===== config.mk =====
export PLATFORM = sky130hd
export DESIGN_NAME = data_memory_param
export DESIGN_NICKNAME = d
export VERILOG_FILES = /design/src/rtl/data_memory_param.sv
export SDC_FILE = /design/constraint.sdc
export NUM_CORES = 2
export LEC_CHECK = 0
export ABC_AREA = 1
export BUFFER_PORTS_ARGS = -buffer_cell sky130_fd_sc_hd__buf_2
export CORE_ASPECT_RATIO = 1.25
export CORE_MARGIN = 8
export CORE_UTILIZATION = 40
export CTS_BUF_LIST = sky130_fd_sc_hd__clkbuf_2
export DETAILED_ROUTE_END_ITERATION = 7
export PLACE_DENSITY = 0.65
export SYNTH_ARGS = -nofsm -noshare
export SYNTH_HDL_FRONTEND = slang
export SYNTH_SLANG_ARGS = --single-unit
export TNS_END_PERCENT = 20

===== constraint.sdc =====
create_clock -name clock -period 5.9 [get_ports clock]
set_input_delay 1.77 -clock clock [delete_from_list [all_inputs] [get_ports clock]]
set_output_delay 1.77 -clock clock [all_outputs]
set_load 0.02 [all_outputs]

===== src/rtl/data_memory_param.sv =====
// -----------------------------------------------------------------------------
// data_memory_param
//   Parameterised data memory for the pipelined MIPS matrix-multiplier datapath.
//   A CPU port offers byte-enabled stores and registered single-cycle loads with
//   out-of-range detection. A sequencer can zero the array after reset. A
//   handshaked dump engine streams a region of words to a monitor.
//
// Ports
//   clock       system clock, rising edge
//   reset_n     asynchronous active-low reset
//   address     CPU word address
//   write_data  CPU store data
//   byte_en     per-byte store enable, bit i covers bits [8i+7:8i]
//   mem_read    CPU load request
//   mem_write   CPU store request
//   read_data   registered load data, held until the next load
//   read_valid  one-cycle pulse, read_data is valid
//   addr_err    one-cycle pulse, out-of-range access or dump truncation
//   busy        high while the array is being cleared (CPU port ignored)
//   dump_start  start-dump pulse, accepted only when idle
//   dump_base   first word to dump
//   dump_len    number of words to dump
//   dump_data   streamed word
//   dump_valid  dump_data is valid
//   dump_ready  consumer accepts dump_data
//   dump_done   one-cycle pulse after the last word has been accepted
// -----------------------------------------------------------------------------
module data_memory_param #(
  parameter int unsigned DATA_W         = 32,
  parameter int unsigned ADDR_W         = 5,
  parameter int unsigned DEPTH          = 30,
  parameter int unsigned RD_MODE        = 0,
  parameter int unsigned CLEAR_ON_RESET = 1
) (
  input  logic                  clock,
  input  logic                  reset_n,
  input  logic [ADDR_W-1:0]     address,
  input  logic [DATA_W-1:0]     write_data,
  input  logic [DATA_W/8-1:0]   byte_en,
  input  logic                  mem_read,
  input  logic                  mem_write,
  output logic [DATA_W-1:0]     read_data,
  output logic                  read_valid,
  output logic                  addr_err,
  output logic                  busy,
  input  logic                  dump_start,
  input  logic [ADDR_W-1:0]     dump_base,
  input  logic [ADDR_W:0]       dump_len,
  output logic [DATA_W-1:0]     dump_data,
  output logic                  dump_valid,
  input  logic                  dump_ready,
  output logic                  dump_done
);

  localparam int unsigned NB    = DATA_W / 8;
  localparam int unsigned CNT_W = ADDR_W + 1;
  localparam logic [CNT_W-1:0]  DEPTH_C   = CNT_W'(DEPTH);
  localparam logic [ADDR_W-1:0] LAST_ADDR = ADDR_W'(DEPTH - 1);

  typedef enum logic [1:0] {S_CLEAR, S_IDLE, S_DUMP} state_e;

  // NOTE: the storage array has no reset; clearing it is the job of the CLEAR
  // sequencer, which keeps the array mappable onto plain RAM.
  logic [DATA_W-1:0] mem_q [DEPTH];

  state_e            state_q;
  logic              busy_q;
  logic [ADDR_W-1:0] clr_addr_q;
  logic [DATA_W-1:0] read_data_q;
  logic              read_valid_q;
  logic              addr_err_q;
  logic [ADDR_W-1:0] dump_addr_q;
  logic [CNT_W-1:0]  dump_left_q;
  logic [DATA_W-1:0] dump_data_q;
  logic              dump_valid_q;
  logic              dump_done_q;

  // ---------------------------------------------------------------------------
  // CPU port decode
  // ---------------------------------------------------------------------------
  logic              in_range;
  logic              cpu_we;
  logic              cpu_err;
  logic [DATA_W-1:0] cur_word;
  logic [DATA_W-1:0] merged_d;
  logic [DATA_W-1:0] rd_word;

  assign in_range = ({1'b0, address} < DEPTH_C);
  assign cpu_we   = !busy_q && mem_write && in_range && (|byte_en);
  // Read+write out of range still counts as one error, hence the OR.
  assign cpu_err  = !busy_q && (mem_read || mem_write) && !in_range;
  assign cur_word = mem_q[address];

  // NOTE: every always_comb output gets a full default before any conditional
  // override, so no path can leave it unassigned and infer a latch.
  always_comb begin
    merged_d = cur_word;
    for (int i = 0; i < NB; i++) begin
      if (byte_en[i]) merged_d[8*i +: 8] = write_data[8*i +: 8];
    end
  end

  always_comb begin
    rd_word = '0;
    if (in_range) begin
      rd_word = ((RD_MODE == 1) && cpu_we) ? merged_d : cur_word;
    end
  end

  // ---------------------------------------------------------------------------
  // Dump request decode: clip the requested window to the array.
  // ---------------------------------------------------------------------------
  logic [CNT_W:0]    dump_end;
  logic              base_ok;
  logic              overrun;
  logic [CNT_W-1:0]  avail;
  logic [CNT_W-1:0]  eff_len_d;
  logic              dump_go;
  logic              trunc_err;
  logic [ADDR_W-1:0] fetch_addr;
  logic [DATA_W-1:0] fetch_word;

  assign dump_end  = {2'b00, dump_base} + {1'b0, dump_len};
  assign base_ok   = ({1'b0, dump_base} < DEPTH_C);
  assign overrun   = (dump_end > {1'b0, DEPTH_C});
  assign avail     = DEPTH_C - {1'b0, dump_base};
  assign eff_len_d = !base_ok ? '0 : (overrun ? avail : dump_len);
  assign dump_go   = (state_q == S_IDLE) && dump_start;
  assign trunc_err = dump_go && overrun;

  // The first word is fetched at the accepting edge, later words at each
  // handshake. A CPU store landing on that same edge is forwarded so the dump
  // never misses a store to a word it has not yet presented.
  assign fetch_addr = (state_q == S_IDLE) ? dump_base : dump_addr_q + 1'b1;
  assign fetch_word = (cpu_we && (address == fetch_addr)) ? merged_d
                                                          : mem_q[fetch_addr];

  // ---------------------------------------------------------------------------
  // Storage write port: the clear sequencer owns it while busy.
  // ---------------------------------------------------------------------------
  always_ff @(posedge clock) begin
    if (state_q == S_CLEAR) begin
      mem_q[clr_addr_q] <= '0;
    end else if (cpu_we) begin
      mem_q[address] <= merged_d;
    end
  end

  // ---------------------------------------------------------------------------
  // Control FSM with registered outputs
  // ---------------------------------------------------------------------------
  // NOTE: sequential state is updated with non-blocking assignments so every
  // register samples pre-edge values regardless of statement order.
  always_ff @(posedge clock or negedge reset_n) begin
    if (!reset_n) begin
      state_q      <= (CLEAR_ON_RESET != 0) ? S_CLEAR : S_IDLE;
      busy_q       <= (CLEAR_ON_RESET != 0);
      clr_addr_q   <= '0;
      read_data_q  <= '0;
      read_valid_q <= 1'b0;
      addr_err_q   <= 1'b0;
      dump_addr_q  <= '0;
      dump_left_q  <= '0;
      dump_data_q  <= '0;
      dump_valid_q <= 1'b0;
      dump_done_q  <= 1'b0;
    end else begin
      read_valid_q <= 1'b0;
      dump_done_q  <= 1'b0;
      addr_err_q   <= cpu_err || trunc_err;

      if (!busy_q && mem_read) begin
        read_valid_q <= 1'b1;
        read_data_q  <= rd_word;
      end

      case (state_q)
        S_CLEAR: begin
          clr_addr_q <= clr_addr_q + 1'b1;
          if (clr_addr_q == LAST_ADDR) begin
            state_q <= S_IDLE;
            busy_q  <= 1'b0;
          end
        end

        S_IDLE: begin
          if (dump_start) begin
            if (eff_len_d == '0) begin
              dump_done_q <= 1'b1;
            end else begin
              state_q      <= S_DUMP;
              dump_addr_q  <= dump_base;
              dump_left_q  <= eff_len_d;
              dump_data_q  <= fetch_word;
              dump_valid_q <= 1'b1;
            end
          end
        end

        S_DUMP: begin
          if (dump_valid_q && dump_ready) begin
            if (dump_left_q == CNT_W'(1)) begin
              dump_valid_q <= 1'b0;
              dump_done_q  <= 1'b1;
              state_q      <= S_IDLE;
            end else begin
              dump_addr_q <= dump_addr_q + 1'b1;
              dump_left_q <= dump_left_q - 1'b1;
              dump_data_q <= fetch_word;
            end
          end
        end

        default: state_q <= S_IDLE;
      endcase
    end
  end

  assign read_data  = read_data_q;
  assign read_valid = read_valid_q;
  assign addr_err   = addr_err_q;
  assign busy       = busy_q;
  assign dump_data  = dump_data_q;
  assign dump_valid = dump_valid_q;
  assign dump_done  = dump_done_q;

endmodule


==> impl_results.md <==
- Worst Path Arrival: 2.63 ns
- Postcts setup bufs: 0
- Synth area leader: edfxtp_1
- Max Slew Vio Count: 0
- Clock buffer depth: 3
- IO Port Bufs: 126
- Drt pass-1 iters: 6
- Initial core utilization: 40.31%
- Hold-fix buffers at CTS: 0
- Die X: 342.2 µm
- Main synth FF type: edfxtp_1
- Clock sink count: 1047
- Worst setup SP type: flip-flop
- Area of the multi-input gates: 18580 µm²
- Initial DRC Count: 5488
- Post-synthesis sequential area ratio: 58.27%
- Overall global routing resource usage: 25.65%
- Via total after detailed routing: 45816
- Worst slew pin tran: 1.182 ns
- Total gr overflow: 0
- Vias per cell: 5.991
- Mapped Area: 53210 µm²
- Leakage: 22.56 nW
- Post-route setup TNS: 0 ns
- HPWL after DPL: 107.3 mm
- Max IR drop VDD: 0.0006838 V
- Syn_nets: 5687
- Global-route wire length before repair: 281.3 mm
- Synth warn: 0
- Layout area overhead: 9.667%
- Critical Path Max Stage Delay: 0.70 ns
- Critical Path Start: dump_data[18]$_DFFE_PN0P_
- Placed insts: 7194
- Synth area leaders: edfxtp_1, o211ai_1, nand2_1
- Synth unique cells: 36
- Register area: 31010 µm²
- Pin count of the biggest net entering global routing: 211
- Tcrit/Tclk final: 74.60%
- Tmin final: 4.401 ns
- Area of the die: 145000 µm²
- FMAX: 0.2272 GHz
- Clock Latency Late Sink: 1.70 ns
- Pre-CTS setup slack: 0.9579 ns
- Slowest CP cell: dfrtp_1
- Run status: finished, final reports clean
- Flops & latches, synth: 1047
- Synth top area share: 54.18%
- Cell Chain, Critical Path: buf_2
- R2R Setup Slk: 1.86 ns
- # nets final: 5775
- CTS tree: done
- Core area: 132000 µm²
- WL/cell: 25.12 µm
- Root Buffer: clkbuf_2
- Initial antenna violation count: 8
- Synth async-reset ratio: 8.309%
- Worst Path Buf+Inv: 1
- Crit path kind: reg2out
- Final setup fails: 0
- Final wirelength: 192.1 mm
- Relative slew margins: 21.00%
- HP Class: in2async
- Worst R2R Start: state_q[1]$_DFFE_PN0P_
- Die H: 423.8 µm
- H-tree depth: 4
- Max-cap viol count: 0
- GPL Wtd Cong: 0.8797
- Clk_skew: 0.1596 ns
- Post-CTS Resized: 0
- DRC errors left: 0
- Count leader, synth: nand2_1
- TritonCTS Buffers: 241
- RSZ-0062 raised after global routing: false
- Power per Cell Area: 485.9 nW/µm²
- Clock transition at path regs: 0.12 ns
- Core Util, Final: 44.21%
- FILL cells: 12571
- Syn avg cell area: 9.480 µm²
- Synth cell count leaders: nand2_1, edfxtp_1, nand3_1, o211ai_1, inv_1
- Critical Path RT: 4.13 ns
- Core Rows: 149
- Post-synth EDFFs: 960
- Crit Path Max Fanout: 2
- Final Power: 28.35 mW
- Setup ws final: 1.499 ns
- Layout Cells excl Fill: 7648
- ANT nets after route: 0
- Post-Synthesis Cells: 5613
- Fin. Hold Viols: 0
- Share of layout cells above drive strength 1: 13.18%
- Ports: 127
- Top delay family on crit path: flip-flops
- Vias in the first global route: 44389
- Worst setup EP type: output pin
metrics by stage:
step	instance area, µm²	hold WS, ns
2_1_floorplan	53210	0.4419
3_3_place_gp	56040	0.4548
3_5_place_dp	56040	0.4598
4_1_cts	58330	0.001144
5_1_grt	58340	0.06895
6_report	58350	0.1370
layout by cell type, fill, tap and decap left out, types with 2 or more instances in the layout:
master      synthesis  layout
nand2_2             2       7
clkbuf_2            0     353
bufinv_16           0       5
nand2_4             0       2
dfrtp_1            86      86
edfxtp_1          960     960
o211ai_1          606     606
nand2_1          1105    1098
buf_4               6     132
buf_8               0       2
diode_2             0       9
nand4_1            52      52
ha_1               15      15
buf_2             162     122
clkinv_2            0       7
or2_2              34      34
inv_2              26      30
a21oi_1           267     267
nor2_1            247     214
nor2_4              0      34
nand3_1           768     768
nand3_2             2       2
clkinv_1            1      69
buf_12              0      30
o21ai_0           403     403
inv_6               0       6
inv_1             507     503
o22ai_1            34      34
xor2_1              9       9
a22o_1             32      32
nand3b_1            4       4
o21ai_4             2       3
clkinvlp_4          0       3
state kept, by name, indices dropped and copies added (netlist names), 2 cells and up:
register,count
dump_data,32
mem_q,960
clr_addr_q,5
dump_left_q,6
state_q,2
read_data,32
dump_addr_q,5
cell families after synthesis:
family | count (synthesis) | share of synthesized area (%)
AND/OR/NAND/NOR | 2217 | 17.93
AO/OA/AOI/OAI | 1346 | 15.87
flip-flops | 1047 | 58.27
buffers and inverters | 976 | 7.355
adder cells (fa/ha/maj) | 16 | 0.3903
XOR/XNOR | 10 | 0.1646
multiplexers | 1 | 0.01881
power by group:
part           internal [mW]  switching (mW)  total (mW)
Clock                   1.86            3.01        4.87
Combinational           3.73            10.1        13.8
Sequential              9.25           0.388        9.64
Total                   14.8            13.5        28.4
final cells by class:
| class | instances | share of cell area, % |
|---|---|---|
| antenna | 9 | 0.03859 |
| inverter | 535 | 3.508 |
| sequential | 1047 | 53.13 |
| clock inverter | 92 | 0.9070 |
| clock buffer | 353 | 3.028 |
| tap | 1736 | 3.722 |
| multi-input combinational | 3590 | 31.84 |
| timing repair buffer | 286 | 3.825 |
path summary, 6_finish.rpt:
path,to,cells after the start
setup / recovery,dump_data[18],1
hold / removal,dump_data[0]$_DFFE_PN0P_,1
setup reg to reg,dump_data[16]$_DFFE_PN0P_,15
hold reg to reg,dump_left_q[5]$_DFFE_PN0P_,2
max in group asynchronous,addr_err$_DFF_PN0_,2
min in group clock,dump_done$_DFF_PN0_,3
routing by layer:
| layer | vias to the layer above | global-route usage [%] | share of wire, % | wire length, µm |
|---|---|---|---|---|
| li1 | 20315 | - | - | - |
| met3 | 678 | 7.061 | 12 | 23430 |
| met4 | 4 | 14.44 | 5.9 | 11280 |
| met2 | 2960 | 40.13 | 45 | 86380 |
| met1 | 21859 | 32.01 | 37 | 71020 |
| met5 | - | 0 | 0.011 | 21 |
No activity file was read; power rests on OpenSTA's default activity.
